File: src/rtl/pipe_hazard_if.sv
// pipe_hazard_if
//   Bundle of signals between the 5-stage pipeline and its hazard/sequencing
//   controller.
//   master : the pipeline side. It drives the stage status and sees the
//            freeze/flush controls.
//   slave  : the controller (pipe_hazard_ctrl).
//   Inputs : id_*, exe_*, mem_*, branch_taken.
//   Outputs: freeze_pc, freeze_if_reg, flush_if_reg, flush_id_reg,
//            freeze_pipe, mem_ready, fsm_state, stall_cycles, flush_count.
//   There is no valid/ready handshake here. Every signal is level-sampled on
//   each rising clock edge. mem_ready is the only pulse: it is high for
//   exactly one cycle, on the cycle the pipeline may advance past a memory
//   access.
interface pipe_hazard_if #(
    parameter int CNT_W = 16
);
    logic             id_valid;
    logic [3:0]       id_src_1;
    logic [3:0]       id_src_2;
    logic             id_two_src;
    logic [3:0]       exe_dest;
    logic             exe_wb_en;
    logic             exe_mem_r_en;
    logic [3:0]       mem_dest;
    logic             mem_wb_en;
    logic             mem_req;
    logic             branch_taken;
    logic             freeze_pc;
    logic             freeze_if_reg;
    logic             flush_if_reg;
    logic             flush_id_reg;
    logic             freeze_pipe;
    logic             mem_ready;
    logic [1:0]       fsm_state;
    logic [CNT_W-1:0] stall_cycles;
    logic [CNT_W-1:0] flush_count;

    modport master (
        output id_valid, id_src_1, id_src_2, id_two_src, exe_dest, exe_wb_en,
               exe_mem_r_en, mem_dest, mem_wb_en, mem_req, branch_taken,
        input  freeze_pc, freeze_if_reg, flush_if_reg, flush_id_reg,
               freeze_pipe, mem_ready, fsm_state, stall_cycles, flush_count
    );

    modport slave (
        input  id_valid, id_src_1, id_src_2, id_two_src, exe_dest, exe_wb_en,
               exe_mem_r_en, mem_dest, mem_wb_en, mem_req, branch_taken,
        output freeze_pc, freeze_if_reg, flush_if_reg, flush_id_reg,
               freeze_pipe, mem_ready, fsm_state, stall_cycles, flush_count
    );
endinterface

File: src/rtl/pipe_hazard_ctrl.sv
// pipe_hazard_ctrl
//   Pipeline sequencer for the 5-stage ARM core. It combines three sources
//   into the freeze and flush controls for the PC, the IF/ID register and the
//   ID/EX register:
//     - RAW hazards,
//     - taken branches,
//     - a multi-cycle SRAM access FSM.
//
//   Ports:
//     clk  core clock. All state changes on the rising edge.
//     rst  synchronous, active-high reset.
//     bus  pipe_hazard_if.slave. It carries the stage status in and the
//          freeze/flush controls, fsm_state and the perf counters out.
//
//   Parameters:
//     SRAM_WAIT  total cycles of one data-memory access (>=1).
//     CNT_W      width of the saturating counters. It must match the CNT_W
//                of the interface instance.
//
//   Build option:
//     PIPE_FWD_EN  Define this when a forwarding unit is present. Only a
//                  load-use case against EXE then stalls.
module pipe_hazard_ctrl #(
    parameter int SRAM_WAIT = 5,
    parameter int CNT_W     = 16
) (
    input  logic          clk,
    input  logic          rst,
    pipe_hazard_if.slave  bus
);
    localparam int CW = $clog2(SRAM_WAIT) + 1;
    localparam logic [1:0] S_IDLE = 2'd0;
    localparam logic [1:0] S_WAIT = 2'd1;
    localparam logic [1:0] S_DONE = 2'd2;
    localparam bit MULTI = (SRAM_WAIT > 1);
    localparam logic [CW-1:0] CNT_LOAD = MULTI ? CW'(SRAM_WAIT - 2) : '0;

    logic [1:0]       state;
    logic [CW-1:0]    cnt;
    logic [CNT_W-1:0] stall_q;
    logic [CNT_W-1:0] flush_q;

    logic m_exe, m_mem, hazard, freeze_pipe_c, mem_ready_c, go;

    // cnt holds the number of freeze cycles left in WAIT, counting the
    // current cycle. The IDLE cycle that accepts the request is already a
    // freeze cycle, so WAIT starts at SRAM_WAIT-2. The FSM leaves WAIT when
    // cnt reaches 1. This gives SRAM_WAIT-1 freeze cycles in total, and the
    // access completes in DONE.
    always_ff @(posedge clk) begin
        if (rst) begin
            state <= S_IDLE;
            cnt   <= '0;
        end else begin
            case (state)
                S_IDLE: begin
                    if (bus.mem_req && MULTI) begin
                        cnt   <= CNT_LOAD;
                        state <= (SRAM_WAIT == 2) ? S_DONE : S_WAIT;
                    end
                end
                S_WAIT: begin
                    if (cnt <= CW'(1)) begin
                        cnt   <= '0;
                        state <= S_DONE;
                    end else begin
                        cnt <= cnt - CW'(1);
                    end
                end
                // mem_req is still high here for the same instruction on its
                // way out. Ignore it and start any new access from IDLE.
                S_DONE:  state <= S_IDLE;
                default: state <= S_IDLE;
            endcase
        end
    end

    always_comb begin
        m_exe = (bus.id_src_1 == bus.exe_dest) ||
                (bus.id_two_src && (bus.id_src_2 == bus.exe_dest));
        m_mem = (bus.id_src_1 == bus.mem_dest) ||
                (bus.id_two_src && (bus.id_src_2 == bus.mem_dest));
`ifdef PIPE_FWD_EN
        // With forwarding, only a load result that is not yet available
        // forces a stall.
        hazard = bus.id_valid && bus.exe_wb_en && bus.exe_mem_r_en && m_exe;
`else
        hazard = bus.id_valid &&
                 ((bus.exe_wb_en && m_exe) || (bus.mem_wb_en && m_mem));
`endif
        freeze_pipe_c = !rst && (((state == S_IDLE) && bus.mem_req && MULTI) ||
                                 (state == S_WAIT));
        mem_ready_c   = !rst && ((state == S_DONE) ||
                                 ((state == S_IDLE) && bus.mem_req && !MULTI));
        // A memory freeze masks branch and hazard. They are evaluated again
        // once the freeze releases, because their inputs are held meanwhile.
        go = !rst && !freeze_pipe_c;
    end

    // A taken branch squashes the instruction in ID, so that instruction's
    // hazard is moot.
    assign bus.freeze_pipe   = freeze_pipe_c;
    assign bus.mem_ready     = mem_ready_c;
    assign bus.flush_if_reg  = go && bus.branch_taken;
    assign bus.flush_id_reg  = go && (bus.branch_taken || hazard);
    assign bus.freeze_pc     = go && !bus.branch_taken && hazard;
    assign bus.freeze_if_reg = go && !bus.branch_taken && hazard;
    assign bus.fsm_state     = state;

    always_ff @(posedge clk) begin
        if (rst) begin
            stall_q <= '0;
            flush_q <= '0;
        end else begin
            if (bus.freeze_pc && (stall_q != '1))
                stall_q <= stall_q + CNT_W'(1);
            if (bus.flush_if_reg && (flush_q != '1))
                flush_q <= flush_q + CNT_W'(1);
        end
    end

    assign bus.stall_cycles = stall_q;
    assign bus.flush_count  = flush_q;
endmodule

File: src/flat_wrapper.sv
// flat-port wrapper written by rule: the top's interface ports become plain ports
module pipe_hazard_ctrl_flat 
#(
    parameter int SRAM_WAIT = 5,
    parameter int CNT_W     = 16
)
  (clk, rst, bus_id_valid, bus_id_src_1, bus_id_src_2, bus_id_two_src, bus_exe_dest, bus_exe_wb_en, bus_exe_mem_r_en, bus_mem_dest, bus_mem_wb_en, bus_mem_req, bus_branch_taken, bus_freeze_pc, bus_freeze_if_reg, bus_flush_if_reg, bus_flush_id_reg, bus_freeze_pipe, bus_mem_ready, bus_fsm_state, bus_stall_cycles, bus_flush_count);
  pipe_hazard_if #(.CNT_W(CNT_W)) bus_i ();
  input  logic clk;
  input  logic rst;
  input wire logic [$bits(bus_i.id_valid)-1:0] bus_id_valid;
  input wire logic [$bits(bus_i.id_src_1)-1:0] bus_id_src_1;
  input wire logic [$bits(bus_i.id_src_2)-1:0] bus_id_src_2;
  input wire logic [$bits(bus_i.id_two_src)-1:0] bus_id_two_src;
  input wire logic [$bits(bus_i.exe_dest)-1:0] bus_exe_dest;
  input wire logic [$bits(bus_i.exe_wb_en)-1:0] bus_exe_wb_en;
  input wire logic [$bits(bus_i.exe_mem_r_en)-1:0] bus_exe_mem_r_en;
  input wire logic [$bits(bus_i.mem_dest)-1:0] bus_mem_dest;
  input wire logic [$bits(bus_i.mem_wb_en)-1:0] bus_mem_wb_en;
  input wire logic [$bits(bus_i.mem_req)-1:0] bus_mem_req;
  input wire logic [$bits(bus_i.branch_taken)-1:0] bus_branch_taken;
  output wire logic [$bits(bus_i.freeze_pc)-1:0] bus_freeze_pc;
  output wire logic [$bits(bus_i.freeze_if_reg)-1:0] bus_freeze_if_reg;
  output wire logic [$bits(bus_i.flush_if_reg)-1:0] bus_flush_if_reg;
  output wire logic [$bits(bus_i.flush_id_reg)-1:0] bus_flush_id_reg;
  output wire logic [$bits(bus_i.freeze_pipe)-1:0] bus_freeze_pipe;
  output wire logic [$bits(bus_i.mem_ready)-1:0] bus_mem_ready;
  output wire logic [$bits(bus_i.fsm_state)-1:0] bus_fsm_state;
  output wire logic [$bits(bus_i.stall_cycles)-1:0] bus_stall_cycles;
  output wire logic [$bits(bus_i.flush_count)-1:0] bus_flush_count;
  assign bus_i.id_valid = bus_id_valid;
  assign bus_i.id_src_1 = bus_id_src_1;
  assign bus_i.id_src_2 = bus_id_src_2;
  assign bus_i.id_two_src = bus_id_two_src;
  assign bus_i.exe_dest = bus_exe_dest;
  assign bus_i.exe_wb_en = bus_exe_wb_en;
  assign bus_i.exe_mem_r_en = bus_exe_mem_r_en;
  assign bus_i.mem_dest = bus_mem_dest;
  assign bus_i.mem_wb_en = bus_mem_wb_en;
  assign bus_i.mem_req = bus_mem_req;
  assign bus_i.branch_taken = bus_branch_taken;
  assign bus_freeze_pc = bus_i.freeze_pc;
  assign bus_freeze_if_reg = bus_i.freeze_if_reg;
  assign bus_flush_if_reg = bus_i.flush_if_reg;
  assign bus_flush_id_reg = bus_i.flush_id_reg;
  assign bus_freeze_pipe = bus_i.freeze_pipe;
  assign bus_mem_ready = bus_i.mem_ready;
  assign bus_fsm_state = bus_i.fsm_state;
  assign bus_stall_cycles = bus_i.stall_cycles;
  assign bus_flush_count = bus_i.flush_count;
  pipe_hazard_ctrl #(.SRAM_WAIT(SRAM_WAIT), .CNT_W(CNT_W)) u_core (.clk(clk), .rst(rst), .bus(bus_i));
endmodule
File: config.mk
export PLATFORM = sky130hd
export DESIGN_NAME = pipe_hazard_ctrl_flat
export DESIGN_NICKNAME = d
export VERILOG_FILES = /design/src/rtl/pipe_hazard_if.sv /design/src/rtl/pipe_hazard_ctrl.sv /design/src/flat_wrapper.sv
export SDC_FILE = /design/constraint.sdc
export NUM_CORES = 1
export LEC_CHECK = 0
export ABC_AREA = 1
export BUFFER_PORTS_ARGS = -buffer_cell sky130_fd_sc_hd__buf_2
export CELL_PAD_IN_SITES_DETAIL_PLACEMENT = 0
export CELL_PAD_IN_SITES_GLOBAL_PLACEMENT = 1
export CORE_ASPECT_RATIO = 1.1
export CORE_UTILIZATION = 39
export DETAILED_ROUTE_END_ITERATION = 12
export PLACE_DENSITY_LB_ADDON = 0.1
export SKIP_CTS_REPAIR_TIMING = 1
export SLEW_MARGIN = 25
export SYNTH_ARGS = -nofsm -noshare
export SYNTH_HDL_FRONTEND = slang
export SYNTH_SLANG_ARGS = --single-unit
File: constraint.sdc
create_clock -name clk -period 4.5 [get_ports clk]
set_input_delay 0.675 -clock clk [delete_from_list [all_inputs] [get_ports clk]]
set_output_delay 0.675 -clock clk [all_outputs]
set_load 0.03 [all_outputs]
# After elaboration in Yosys (flattened, before gate mapping)
# Cells that the tools add are included.
dict set report classes {
  add_sub_neg 3
  mul 0
  div 0
  magnitude_cmp 1
  n_eq_ne 10
  shifts 0
  n_mux 6
  bitwise_logic 0
  reduce_logical 27
}
# op count
set op_table {}
lappend op_table {{16-bit by 1-bit adder with 16-bit output (second input constant)} 2}
lappend op_table {{16-bit inequality test (second input constant)} 2}
lappend op_table {{4-bit == test} 4}
lappend op_table {{1-bit logical AND} 15}
lappend op_table {{4-bit 2-to-1 mux} 2}
lappend op_table {{4-bit one-hot mux with 2 select lines} 1}
lappend op_table {{1-bit logical OR} 5}
lappend op_table {{4-bit by 1-bit <= comparator with 1-bit output (second input constant)} 1}
lappend op_table {{2-bit 2-to-1 mux} 2}
lappend op_table {{2-bit one-hot mux with 2 select lines} 1}
lappend op_table {{2-bit AND reduction} 2}
lappend op_table {{4-bit by 1-bit subtractor with 4-bit output (second input constant)} 1}
lappend op_table {{1-bit logical NOT} 3}
lappend op_table {{2-bit by 1-bit == test with 1-bit output (second input constant)} 1}
lappend op_table {{2-bit == test (second input constant)} 1}
lappend op_table {{2-bit logical NOT} 1}
lappend op_table {{2-bit by 1-bit inequality test with 1-bit output (second input constant)} 1}
lappend op_table {{2-bit inequality test (second input constant)} 1}
lappend op_table {{2-bit nonzero test} 1}
dict set report word_totals {
  register_bits 38
  latch_bits 0
  mem_bits_rw 0
  mem_bits_ro 0
  in_bits 25
  out_inout_bits 40
  n_memories 0
}

# Depth between registers and ports, before layout
# Gate-level depths: netlist (run 1).
dict set report depth {
  ltp_word 9
  depth_mapped 14
}

# Least setup slack after synthesis (run 1)
# No wires, ideal clock.
dict set report synth_path {
  path_type {input to output}
  startpoint {input port bus_id_src_2[3]}
  endpoint {output port bus_freeze_pc}
  arrival_ns 1.719
  slack_ns 2.106
  stages 11
  n_path_buf 2
  cell_sequence {inv_1 > o21ai_0 > inv_1 > nand3_1 > nand2_1 > nand2_1 > nand2_4 > nand3_2 > buf_6 > clkinv_2 > buf_4}
}
dict set report synth_via {
  elab_chain_cells 7
  elab_cells_between_ends 11
  cone_classes {eq/ne: 2; reduce/logical: 9}
}
# item line_no
set synth_lines {}
lappend synth_lines {{from (decl)} flat_wrapper.sv:13} ;# input wire logic [$bits(bus_i.id_src_2)-1:0] bus_id_src_2;
lappend synth_lines {{4-bit == test (on tied branches)} {pipe_hazard_ctrl.sv:80, pipe_hazard_ctrl.sv:82}}
lappend synth_lines {{1-bit logical AND (on tied branches)} {pipe_hazard_ctrl.sv:80, pipe_hazard_ctrl.sv:82}}
lappend synth_lines {{1-bit logical OR (on tied branches)} {pipe_hazard_ctrl.sv:79, pipe_hazard_ctrl.sv:81}}
lappend synth_lines {{1-bit logical AND} pipe_hazard_ctrl.sv:89} ;# ((bus.exe_wb_en && m_exe) || (bus.mem_wb_en && m_mem));
lappend synth_lines {{1-bit logical OR *} pipe_hazard_ctrl.sv:89}
lappend synth_lines {{1-bit logical AND *} pipe_hazard_ctrl.sv:88} ;# hazard = bus.id_valid &&
lappend synth_lines {{1-bit logical AND *} n/a}
lappend synth_lines {{to (decl)} flat_wrapper.sv:22} ;# output wire logic [$bits(bus_i.freeze_pc)-1:0] bus_freeze_pc;
# Mark *: on every way between the ends. The rest lies on a longest branch, timed or not.

# Worst setup path after layout (run 1)
dict set report layout_path {
  startpoint {input port bus_id_src_2[2]}
  endpoint {output port bus_freeze_pc}
}
dict set report layout_via {
  elab_chain_cells 7
  elab_cells_between_ends 11
  cone_classes {eq/ne: 2; reduce/logical: 9}
}
# item line_no
set layout_lines {}
lappend layout_lines {{4-bit == test (on tied branches)} {pipe_hazard_ctrl.sv:80, pipe_hazard_ctrl.sv:82}}
lappend layout_lines {{1-bit logical AND (on tied branches)} {pipe_hazard_ctrl.sv:80, pipe_hazard_ctrl.sv:82}}
lappend layout_lines {{1-bit logical OR (on tied branches)} {pipe_hazard_ctrl.sv:79, pipe_hazard_ctrl.sv:81}}
lappend layout_lines {{1-bit logical AND} pipe_hazard_ctrl.sv:89}
lappend layout_lines {{1-bit logical OR *} pipe_hazard_ctrl.sv:89}
lappend layout_lines {{1-bit logical AND *} pipe_hazard_ctrl.sv:88}
lappend layout_lines {{1-bit logical AND *} pipe_hazard_ctrl.sv:106} ;# assign bus.freeze_pc = go && !bus.branch_taken && hazard;
# Marks and branches as above.

==> results of run 1 <==
==> cell type report <==
cell class                      instances  area share [%]
Clock buffer                            6            2.85
Clock inverter                          2           0.432
Inverter                               63            8.21
Multi-Input combinational cell        272            47.7
Sequential cell                        38            26.3
Tap cell                               77            3.33
Timing Repair Buffer                   64            11.2
==> critical path, delay by kind of cell <==
| family | cells | cell delay (ns) |
|---|---|---|
| and+or+nand+nor | 8 | 0.80 |
| buffers and inverters | 4 | 0.48 |
==> state kept, by name, indices dropped and copies added, names as in the netlist <==
name and count:
u_core.bus.flush_count 16, u_core.bus.fsm_state 2, u_core.bus.stall_cycles 16, u_core.cnt 4
==> where the power goes <==
part | switching [mW] | total (mW) | internal, mW | leakage (nW)
registers | 0.00775 | 0.353 | 0.346 | 0.307
clock network | 0.131 | 0.254 | 0.123 | 0.0472
logic | 0.0800 | 0.124 | 0.0435 | 1.05
==> final timing paths <==
path,endpoint,slack [ns],cells after the start
setup / recovery,bus_freeze_pc,1.86,12
hold / removal,u_core.bus.flush_count[15],0.49,2
setup reg to reg,u_core.bus.stall_cycles[2],2.68,10
hold reg to reg,u_core.bus.flush_count[15],0.49,2
==> cell families after synthesis <==
kind of cell,count (synthesis),synth area share (%)
xor gates and xnor gates,7,2.53
buffers and inverters,70,11.5
DFF,38,31.4
adders and majority gates,4,2.07
AOI/OAI and AO/OA,52,12.8
and+or+nand+nor,209,39.7
==> cell usage in the layout, fill, tap and decap left out, drive strengths merged, types with 4 or more instances in the layout <==
cell type,netlist,routed
buf,5,64
o21ai,28,28
dfxtp,38,38
nor2,72,72
ha,4,4
inv,62,62
clkbuf,2,6
nor3,8,8
nand4,10,10
a21oi,14,14
nand2,95,95
nand3,16,16
xor2,6,6
==> per-stage QoR <==
stage	power, mW	instances	cell area [um^2]	hold slack, ns	setup slack [ns]
3_3_place_gp	0.485	514	2800	0.471	1.85
5_1_grt	0.772	522	2890	0.523	1.68
4_1_cts	0.741	522	2890	0.502	1.84
6_report	0.731	522	2890	0.491	1.86
3_5_place_dp	0.486	514	2800	0.484	1.84
2_1_floorplan	0.449	380	2420	0.486	2.11
==> synth_stat cells (2+ instances only) <==
| cell type | count | share of area [%] |
|---|---|---|
| a211oi_1 | 2 | 0.62 |
| a21oi_1 | 14 | 2.9 |
| a31oi_1 | 3 | 0.78 |
| buf_2 | 2 | 0.41 |
| clkbuf_1 | 2 | 0.31 |
| dfxtp_1 | 38 | 31 |
| ha_1 | 4 | 2.1 |
| inv_1 | 61 | 9.5 |
| nand2_1 | 91 | 14 |
| nand2_4 | 3 | 1.4 |
| nand3_1 | 15 | 3.1 |
| nand3b_1 | 2 | 0.62 |
| nand4_1 | 9 | 2.3 |
| nor2_1 | 66 | 10 |
| nor2_2 | 2 | 0.52 |
| nor2_4 | 4 | 1.9 |
| nor3_1 | 6 | 1.2 |
| nor3_4 | 2 | 1.3 |
| nor3b_1 | 3 | 0.93 |
| o21a_1 | 2 | 0.62 |
| o21ai_0 | 22 | 4.6 |
| o21ai_1 | 2 | 0.41 |
| o21ai_2 | 3 | 1.1 |
| xor2_1 | 6 | 2.2 |
==> routing by layer <==
| layer | vias up | track usage [%] |
|---|---|---|
| met5 | - | 0 |
| met4 | 0 | 6.69 |
| met3 | 7 | 3.26 |
| met2 | 45 | 30.4 |
| met1 | 1051 | 23.1 |
| li1 | 1317 | - |
==> flow_summary_export.csv, run 1 <==
group,metric,value,unit
floorplanning,die_area,6520,um^2
floorplanning,start_util,41.2,%
clocking,htreeDepth,2,
timing,tns,0,ns
timing,post-route-min-period,2.64,ns
yosys,ys.flop_type,"dfxtp_1",
yosys,ys_seq_area_share,31.4,%
worst_setup_path,crit_path_end_kind,"primary output",
detailed_routing,wl_met3,206,um
floorplanning,die_w,77.1,um
timing,finClkSkew,0.00808,ns
worst_setup_path,worstSetupPathType,"input pin to primary output",
grt,grt_use_total,18.1,%
layout,seqCellArea,761,um^2
layout,multi_input_area,1380,um^2
floorplanning,chipHeight,84.6,um
clocking,clk_latency,0.30,ns
clocking,cts.sinks,38,
detailed_routing,detail_route.wl_per_cell,10.6,um
hold_path,hp-class,"flip-flop to flip-flop",
detailed_routing,drtPass1Iterations,4,
layout,fin_util,49.2,%
clocking,numCtsBuffers,5,
clocking,root_buffer,"clkbuf_8",
yosys,synthArstFlopShare,0,%
detailed_routing,wl_met2,2510,um
yosys,synth_seq_cells,38,
detailed_routing,dr_total_vias,2420,
worst_setup_path,cpMaxStageDelayCell,"nand3_2",
worst_setup_path,critPathMostFrequentCell,"nand2_1",
layout,layout.nets,473,
layout,fill_cells,658,
timing,maxSlewViolCount,0,
grt,antenna_found_initial,0,
grt,overflow,0,
yosys,syn_area,2420,um^2
worst_setup_path,cp_slowest_stage_delay,0.25,ns
timing,clock.fmax,379,MHz
worst_setup_path,critPathRequiredTime,3.83,ns
timing,rsz0062_at_grt,"no",
worst_setup_path,worstSetupStartpoint,"bus_id_src_2[2]",
yosys,yosys_warnings,0,
clocking,clkTransAtPathRegs,0.08,ns
job,drv_cap,0,
timing,hold_viol,0,
pwr,pwr_density_cell,253,nW/um^2
timing,worst_pin_slew,0.388,ns
detailed_routing,routed_wl,5510,um
placed_design,hpwl,4190,um
timing,setup_viol,0,
grt,grt_pass1_wl,9550,um
pwr,p_leak,1.41,nW
grt,grt_max_degree,29,
layout,num_antenna_cells,0,
worst_setup_path,cp_max_fo,11,
yosys,yosysUniqueCellTypes,40,
grt,grt_pass1_vias,2189,
timing,slew_headroom,73.9,%
detailed_routing,wl_met1,2720,um
clocking,cts_tree,"built",
detailed_routing,antenna_left,0,
yosys,synth_enable_flop_cells,0,
floorplanning,rows,29,
placed_design,place_congestion,0.792,
worst_setup_path,cp.arrival,1.96,ns
timing,period_share,58.6,%
worst_setup_path,worstSetupStartpointType,"input pin",
placed_design,portBuffers,63,
worst_setup_path,crit_chain,"buf_2 -> inv_1 -> nand2_1 -> nand2_1 -> nor2_1 -> nand3_1 -> nand2_1 -> nand2_1 -> nand2_4 -> nand3_2 -> clkinv_2 -> buf_2",
hold_path,min-delay-start,"u_core.bus.flush_count[15]",
detailed_routing,viasPerCell,4.64,
floorplanning,boundaryPins,65,
pwr,irDropWorstVdd,0.000117,V
layout,areaGrowthSynthToFinish,19.6,%
detailed_routing,route.detailed.drc,0,
floorplanning,core,5880,um^2
yosys,synth_cells,380,
yosys,synthesis.nets,409,
clocking,cts_buffer_depth,2,
worst_setup_path,rr_startpoint,"u_core.bus.stall_cycles[0]",
detailed_routing,top_layer_used,"met4",
layout,drive_above_1_share,21.3,%
detailed_routing,drtIter0Drc,94,
yosys,synth_area_per_cell,6.37,um^2
outcome,status,"finished clean",
Power figures use the tool's default switching activity.
==> run 2, diff against run 1 <==
--- a/config.mk
+++ b/config.mk
@@ -10,7 +10,7 @@
 export CELL_PAD_IN_SITES_DETAIL_PLACEMENT = 0
 export CELL_PAD_IN_SITES_GLOBAL_PLACEMENT = 1
 export CORE_ASPECT_RATIO = 1.1
-export CORE_UTILIZATION = 39
+export CORE_UTILIZATION = 32
 export DETAILED_ROUTE_END_ITERATION = 12
 export PLACE_DENSITY_LB_ADDON = 0.1
 export SKIP_CTS_REPAIR_TIMING = 1
==> constraint.sdc (replaced) <==
create_clock -name clk -period 2.1 [get_ports clk]
set_input_delay 0.315 -clock clk [delete_from_list [all_inputs] [get_ports clk]]
set_output_delay 0.315 -clock clk [all_outputs]
set_load 0.03 [all_outputs]
==> flow_summary_export.csv, run 2 (synthesized netlist as in run 1, its figures left out) <==
group,metric,value,unit
clocking,htreeDepth,2,
placed_design,hpwl,4450,um
layout,num_antenna_cells,0,
timing,clock.fmax,515,MHz
worst_setup_path,critPathRequiredTime,1.78,ns
pwr,power_frac_comb,17.1,%
outcome,status,"finished with violations",
floorplanning,start_util,33.8,%
timing,worst_pin_slew,0.364,ns
clocking,clkTransAtPathRegs,0.08,ns
pwr,power_frac_seq,48.3,%
grt,grt_pass1_wl,10100,um
grt,grt_max_degree,29,
pwr,irDropWorstVdd,0.000260,V
floorplanning,chipHeight,93.2,um
pwr,p_clk_share,34.7,%
layout,fill_cells,784,
timing,post-route-min-period,1.94,ns
grt,antenna_found_initial,0,
clocking,cts.sinks,38,
floorplanning,die_area,7910,um^2
placed_design,portBuffers,63,
clocking,clk_latency,0.29,ns
worst_setup_path,crit_path_end_kind,"primary output",
detailed_routing,detail_route.wl_per_cell,10.9,um
worst_setup_path,worstSetupPathType,"flip-flop to primary output",
grt,use_met1,20.1,%
layout,fin_util,40.8,%
pwr,switching_share,29.9,%
job,drv_cap,0,
clocking,cts_buffer_depth,2,
pwr,power.switching,0.470,mW
timing,hold_viol,0,
detailed_routing,route.detailed.drc,4,
layout,layout_common_cells,"91 x nand2_1, 66 x nor2_1, 63 x buf_2, 61 x inv_1, 38 x dfxtp_1",
detailed_routing,viasPerCell,4.60,
pwr,p_leak,1.42,nW
grt,grt_pass1_vias,2291,
timing,tns,0,ns
grt,grtUsageMet2,27.1,%
clocking,root_buffer,"clkbuf_8",
timing,setup_viol,0,
hold_path,hp-class,"input pin to flip-flop",
clocking,cts_tree,"built",
detailed_routing,drtPass1Iterations,8,
grt,met3_usage,3.18,%
timing,maxSlewViolCount,0,
layout,drive_above_1_share,21.9,%
clocking,numCtsBuffers,5,
timing,rsz0062_at_grt,"no",
grt,overflow,0,
layout,final_common_cell,"nand2_1",
floorplanning,core,7170,um^2
floorplanning,rows,32,
timing,finClkSkew,0.00831,ns
worst_setup_path,cp.arrival,1.63,ns
pwr,pwr_density_cell,536,nW/um^2
outcome,violations,"design-rule violations",
grt,grt_busiest_layer,"met2",
pwr,power_report.internal_total,1.10,mW
worst_setup_path,worstSetupStartpointType,"flip-flop",
layout,layout.nets,476,
floorplanning,boundaryPins,65,
layout,areaGrowthSynthToFinish,20.9,%
detailed_routing,antenna_left,0,
detailed_routing,drtIter0Drc,71,
placed_design,place_congestion,0.766,
grt,grt_use_total,15.7,%
timing,slew_headroom,75.5,%
floorplanning,die_w,84.9,um
worst_setup_path,cp_max_fo,7,
detailed_routing,routed_wl,5790,um
timing,period_share,92.5,%
detailed_routing,dr_total_vias,2451,
-- run 2: cell count changes in the layout (fill, tap and decap cells not counted), sizes merged --
cell and change:
buf +3
-- run 2: power groups by stage --
stage | clock network [mW] | registers, mW | logic, mW
final | 0.544 | 0.758 | 0.268
after CTS | 0.573 | 0.758 | 0.272
after floorplan | 0 | 0.789 | 0.174
after global routing | 0.602 | 0.762 | 0.308
after detailed placement | 0 | 0.775 | 0.271
after global placement | 0 | 0.774 | 0.272
-- run 2: final timing paths --
check,from,to,slack [ns],cells past startpoint
worst max-delay path,u_core.bus.fsm_state[0],bus_freeze_if_reg,0.16,6
worst min-delay path,bus_mem_req,u_core.bus.fsm_state[0],0.34,3
worst max register to register,u_core.bus.stall_cycles[0],u_core.bus.stall_cycles[14],0.31,10
worst min register to register,u_core.bus.flush_count[15],u_core.bus.flush_count[15],0.49,2
-- run 2: per-stage QoR --
stage                     setup WS, ns  hold slack [ns]  area, um^2  total power, mW  std cells
after floorplan                  0.228            0.483        2420            0.963        380
after global placement           0.294            0.470        2820             1.05        524
after detailed placement         0.244            0.480        2820             1.05        524
after CTS                        0.129            0.327        2920             1.60        532
after global routing            0.0189            0.353        2930             1.67        533
final                            0.158            0.337        2930             1.57        533
-- run 2: critical path, stage by stage, from the launching register on --
cell and delay (ns):
dfxtp_1 0.36, o21ai_4 0.26, nand2_4 0.12, nor2_4 0.21
nand3_2 0.12, clkinv_2 0.07, buf_2 0.19
-- run 2: final cells by class --
cell class / instances / area (um^2) / share of cell area, %
Clock inverter: 2 / 12.5 / 0.428
Sequential cell: 38 / 761 / 26.0
Timing Repair Buffer: 67 / 345 / 11.8
Inverter: 63 / 238 / 8.12
Clock buffer: 6 / 82.6 / 2.82
Tap cell: 85 / 106 / 3.63
Multi-Input combinational cell: 272 / 1380 / 47.2
-- run 2: metal layers --
layer | vias up | share of wire [%] | routed length, um
li1 | 1327 | - | -
met1 | 1073 | 49 | 2860
met2 | 49 | 46 | 2650
met3 | 2 | 4.2 | 246
met4 | 0 | 0.52 | 30
met5 | - | 0 | 0
==> run 3, diff against run 2 <==
--- a/config.mk
+++ b/config.mk
@@ -5,12 +5,11 @@
 export SDC_FILE = /design/constraint.sdc
 export NUM_CORES = 1
 export LEC_CHECK = 0
-export ABC_AREA = 1
 export BUFFER_PORTS_ARGS = -buffer_cell sky130_fd_sc_hd__buf_2
 export CELL_PAD_IN_SITES_DETAIL_PLACEMENT = 0
 export CELL_PAD_IN_SITES_GLOBAL_PLACEMENT = 1
 export CORE_ASPECT_RATIO = 1.1
-export CORE_UTILIZATION = 32
+export CORE_UTILIZATION = 33
 export DETAILED_ROUTE_END_ITERATION = 12
 export PLACE_DENSITY_LB_ADDON = 0.1
 export SKIP_CTS_REPAIR_TIMING = 1
==> flow_summary_export.csv, run 3 <==
group,metric,value,unit
clocking,cts_buffer_depth,2,
floorplanning,start_util,34.4,%
layout,final_common_cell,"buf_2",
worst_setup_path,rr_startpoint,"u_core.bus.stall_cycles[4]",
floorplanning,boundaryPins,65,
floorplanning,die_area,6790,um^2
pwr,total_power,1.65,mW
worst_setup_path,cp_max_fo,6,
timing,clock.fmax,489,MHz
detailed_routing,dr_total_vias,2144,
detailed_routing,antenna_left,0,
worst_setup_path,crit_chain,"buf_2 -> inv_1 -> a222oi_1 -> nor4b_4 -> nor4_4 -> nand2b_4 -> a211oi_4 -> buf_6",
timing,maxSlewViolCount,0,
yosys,yosys.area.top_type,"dfxtp_1",
timing,finClkSkew,0.00876,ns
grt,antenna_found_initial,0,
yosys,synth_top_area_share,35.7,%
timing,post-route-min-period,2.04,ns
yosys,ys_seq_area_share,35.7,%
detailed_routing,drtPass1Iterations,4,
grt,overflow,0,
detailed_routing,viasPerCell,5.10,
pwr,switching_share,27.2,%
job,drv_cap,0,
detailed_routing,drtIter0Drc,78,
timing,setup_viol,0,
yosys,syn_area,2130,um^2
layout,fin_cells,420,
placed_design,dp_slack,-0.145,ns
detailed_routing,route.detailed.drc,0,
yosys,synthArstFlopShare,0,%
pwr,p_leak,1.27,nW
timing,tns,0,ns
hold_path,min-delay-start,"rst",
yosys,synth_area_per_cell,8.26,um^2
clocking,clk_latency,0.29,ns
timing,hold_viol,0,
worst_setup_path,worstSetupStartpointType,"input pin",
detailed_routing,routed_wl,5410,um
clocking,cts.sinks,38,
timing,rsz0062_at_grt,"no",
clocking,cts_tree,"built",
yosys,synth_cells,258,
worst_setup_path,crit_family,"simple AND/OR/NAND/NOR gates",
grt,grt_use_total,16.7,%
layout,layout.nets,368,
grt,grt_pass1_vias,2009,
floorplanning,core,6190,um^2
clocking,htreeDepth,2,
yosys,synthTopCellsByCount,"38 x dfxtp_1, 28 x nor2_1, 23 x xor2_1",
layout,drive_above_1_share,33.5,%
outcome,status,"finished clean",
yosys,synth_seq_cells,38,
grt,grt_pass1_wl,9130,um
grt,grt_max_degree,39,
detailed_routing,detail_route.wl_per_cell,12.9,um
worst_setup_path,cpMaxStageDelayCell,"a222oi_1",
yosys,yosys_warnings,0,
pwr,power_frac_seq,45.3,%
pwr,pwr_density_cell,577,nW/um^2
clocking,root_buffer,"clkbuf_8",
layout,layout_common_cells,"61 x buf_2, 38 x dfxtp_1, 28 x nor2_1, 23 x buf_4, 21 x xor2_1",
hold_path,hp-class,"input pin to flip-flop",
placed_design,portBuffers,63,
yosys,ys.flop_type,"dfxtp_1",
clocking,clkTransAtPathRegs,0.08,ns
placed_design,place_congestion,0.746,
layout,areaGrowthSynthToFinish,34.3,%
worst_setup_path,worstSetupStartpoint,"bus_id_src_2[1]",
timing,whs,0.396,ns
timing,period_share,97.3,%
layout,num_antenna_cells,0,
worst_setup_path,cp_slowest_stage_delay,0.31,ns
floorplanning,chipHeight,86.3,um
yosys,synthesis.nets,287,
pwr,power.switching,0.449,mW
pwr,p_clk_share,37.7,%
clocking,numCtsBuffers,5,
timing,worst_pin_slew,0.478,ns
yosys,yosysUniqueCellTypes,43,
floorplanning,die_w,78.6,um
yosys,synth_enable_flop_cells,0,
pwr,power_frac_comb,17.0,%
worst_setup_path,worstSetupPathType,"input pin to primary output",
pwr,irDropWorstVdd,0.000286,V
timing,slew_headroom,67.9,%
floorplanning,rows,30,
worst_setup_path,crit_path_end_kind,"primary output",
placed_design,hpwl,3950,um
timing,setup_slack,0.0561,ns
placed_design,dp_cells,414,
worst_setup_path,critPathRequiredTime,1.78,ns
worst_setup_path,worst-path-buf-inv,3,
yosys,synth.most_common_cell,"dfxtp_1",
pwr,power_report.internal_total,1.20,mW
layout,fill_cells,635,
worst_setup_path,cp.arrival,1.73,ns
yosys,synth_area_leaders,"dfxtp_1 36%, xor2_1 9.4%, nor2_1 4.9%",
-- run 3: kinds of logic (layout without fill, tap and decap cells) --
| group | count (synthesis) | in the layout | synth area share (%) |
|---|---|---|---|
| xor gates and xnor gates | 28 | 28 | 11.5 |
| and+or+nand+nor | 121 | 121 | 32.0 |
| adders and majority gates | 4 | 4 | 2.35 |
| DFF | 38 | 38 | 35.7 |
| AOI/OAI and AO/OA | 41 | 41 | 12.0 |
| muxes | 3 | 3 | 1.53 |
| buffers and inverters | 23 | 105 | 4.93 |
-- run 3: worst paths after layout --
path	endpoint	cells past startpoint	slack, ns
max	bus_flush_id_reg	8	0.06
min	u_core.cnt[0]	3	0.40
min reg2reg	u_core.bus.stall_cycles[8]	2	0.52
max reg2reg	u_core.bus.stall_cycles[5]	6	0.15
-- run 3: worst min-delay path: cells and delay by family --
kind	cells	cell delay (ns)
AND/OR/NAND/NOR	1	0.15
buffers and inverters	2	0.17
-- run 3: routing by layer --
metal,part of all wire (%),vias to the layer above,wire length [um],GRT usage [%]
li1,-,1088,-,-
met1,46,992,2510,20.7
met2,48,56,2580,29.0
met3,4.5,8,242,3.58
met4,1.4,0,78,4.55
met5,0,-,0,0
-- run 3: power groups by stage --
| stage | Combinational (mW) | Clock [mW] | Sequential, mW |
|---|---|---|---|
| 3_5_place_dp | 0.264 | 0 | 0.765 |
| 2_1_floorplan | 0.146 | 0 | 0.777 |
| 5_1_grt | 0.312 | 0.665 | 0.750 |
| 3_3_place_gp | 0.263 | 0 | 0.765 |
| 4_1_cts | 0.265 | 0.645 | 0.748 |
| 6_report | 0.282 | 0.622 | 0.748 |
-- run 3: layout make-up --
class | instances | area, um^2 | share of cell area, %
clock buffers | 5 | 68.8 | 2.40
clock inverters | 3 | 40.0 | 1.40
inverters | 12 | 45.0 | 1.57
multi-input cells | 197 | 1360 | 47.5
flip-flops and latches | 38 | 761 | 26.6
well taps | 80 | 100 | 3.49
repair buffers | 85 | 489 | 17.1
-- run 3: stage by stage --
step / utilization [%] / cell area (um^2)
global route: 46.2 / 2860
detailed placement: 43.4 / 2690
floorplan: - / 2140
global placement: 43.4 / 2690
CTS: 45.2 / 2800
finish: 46.2 / 2860
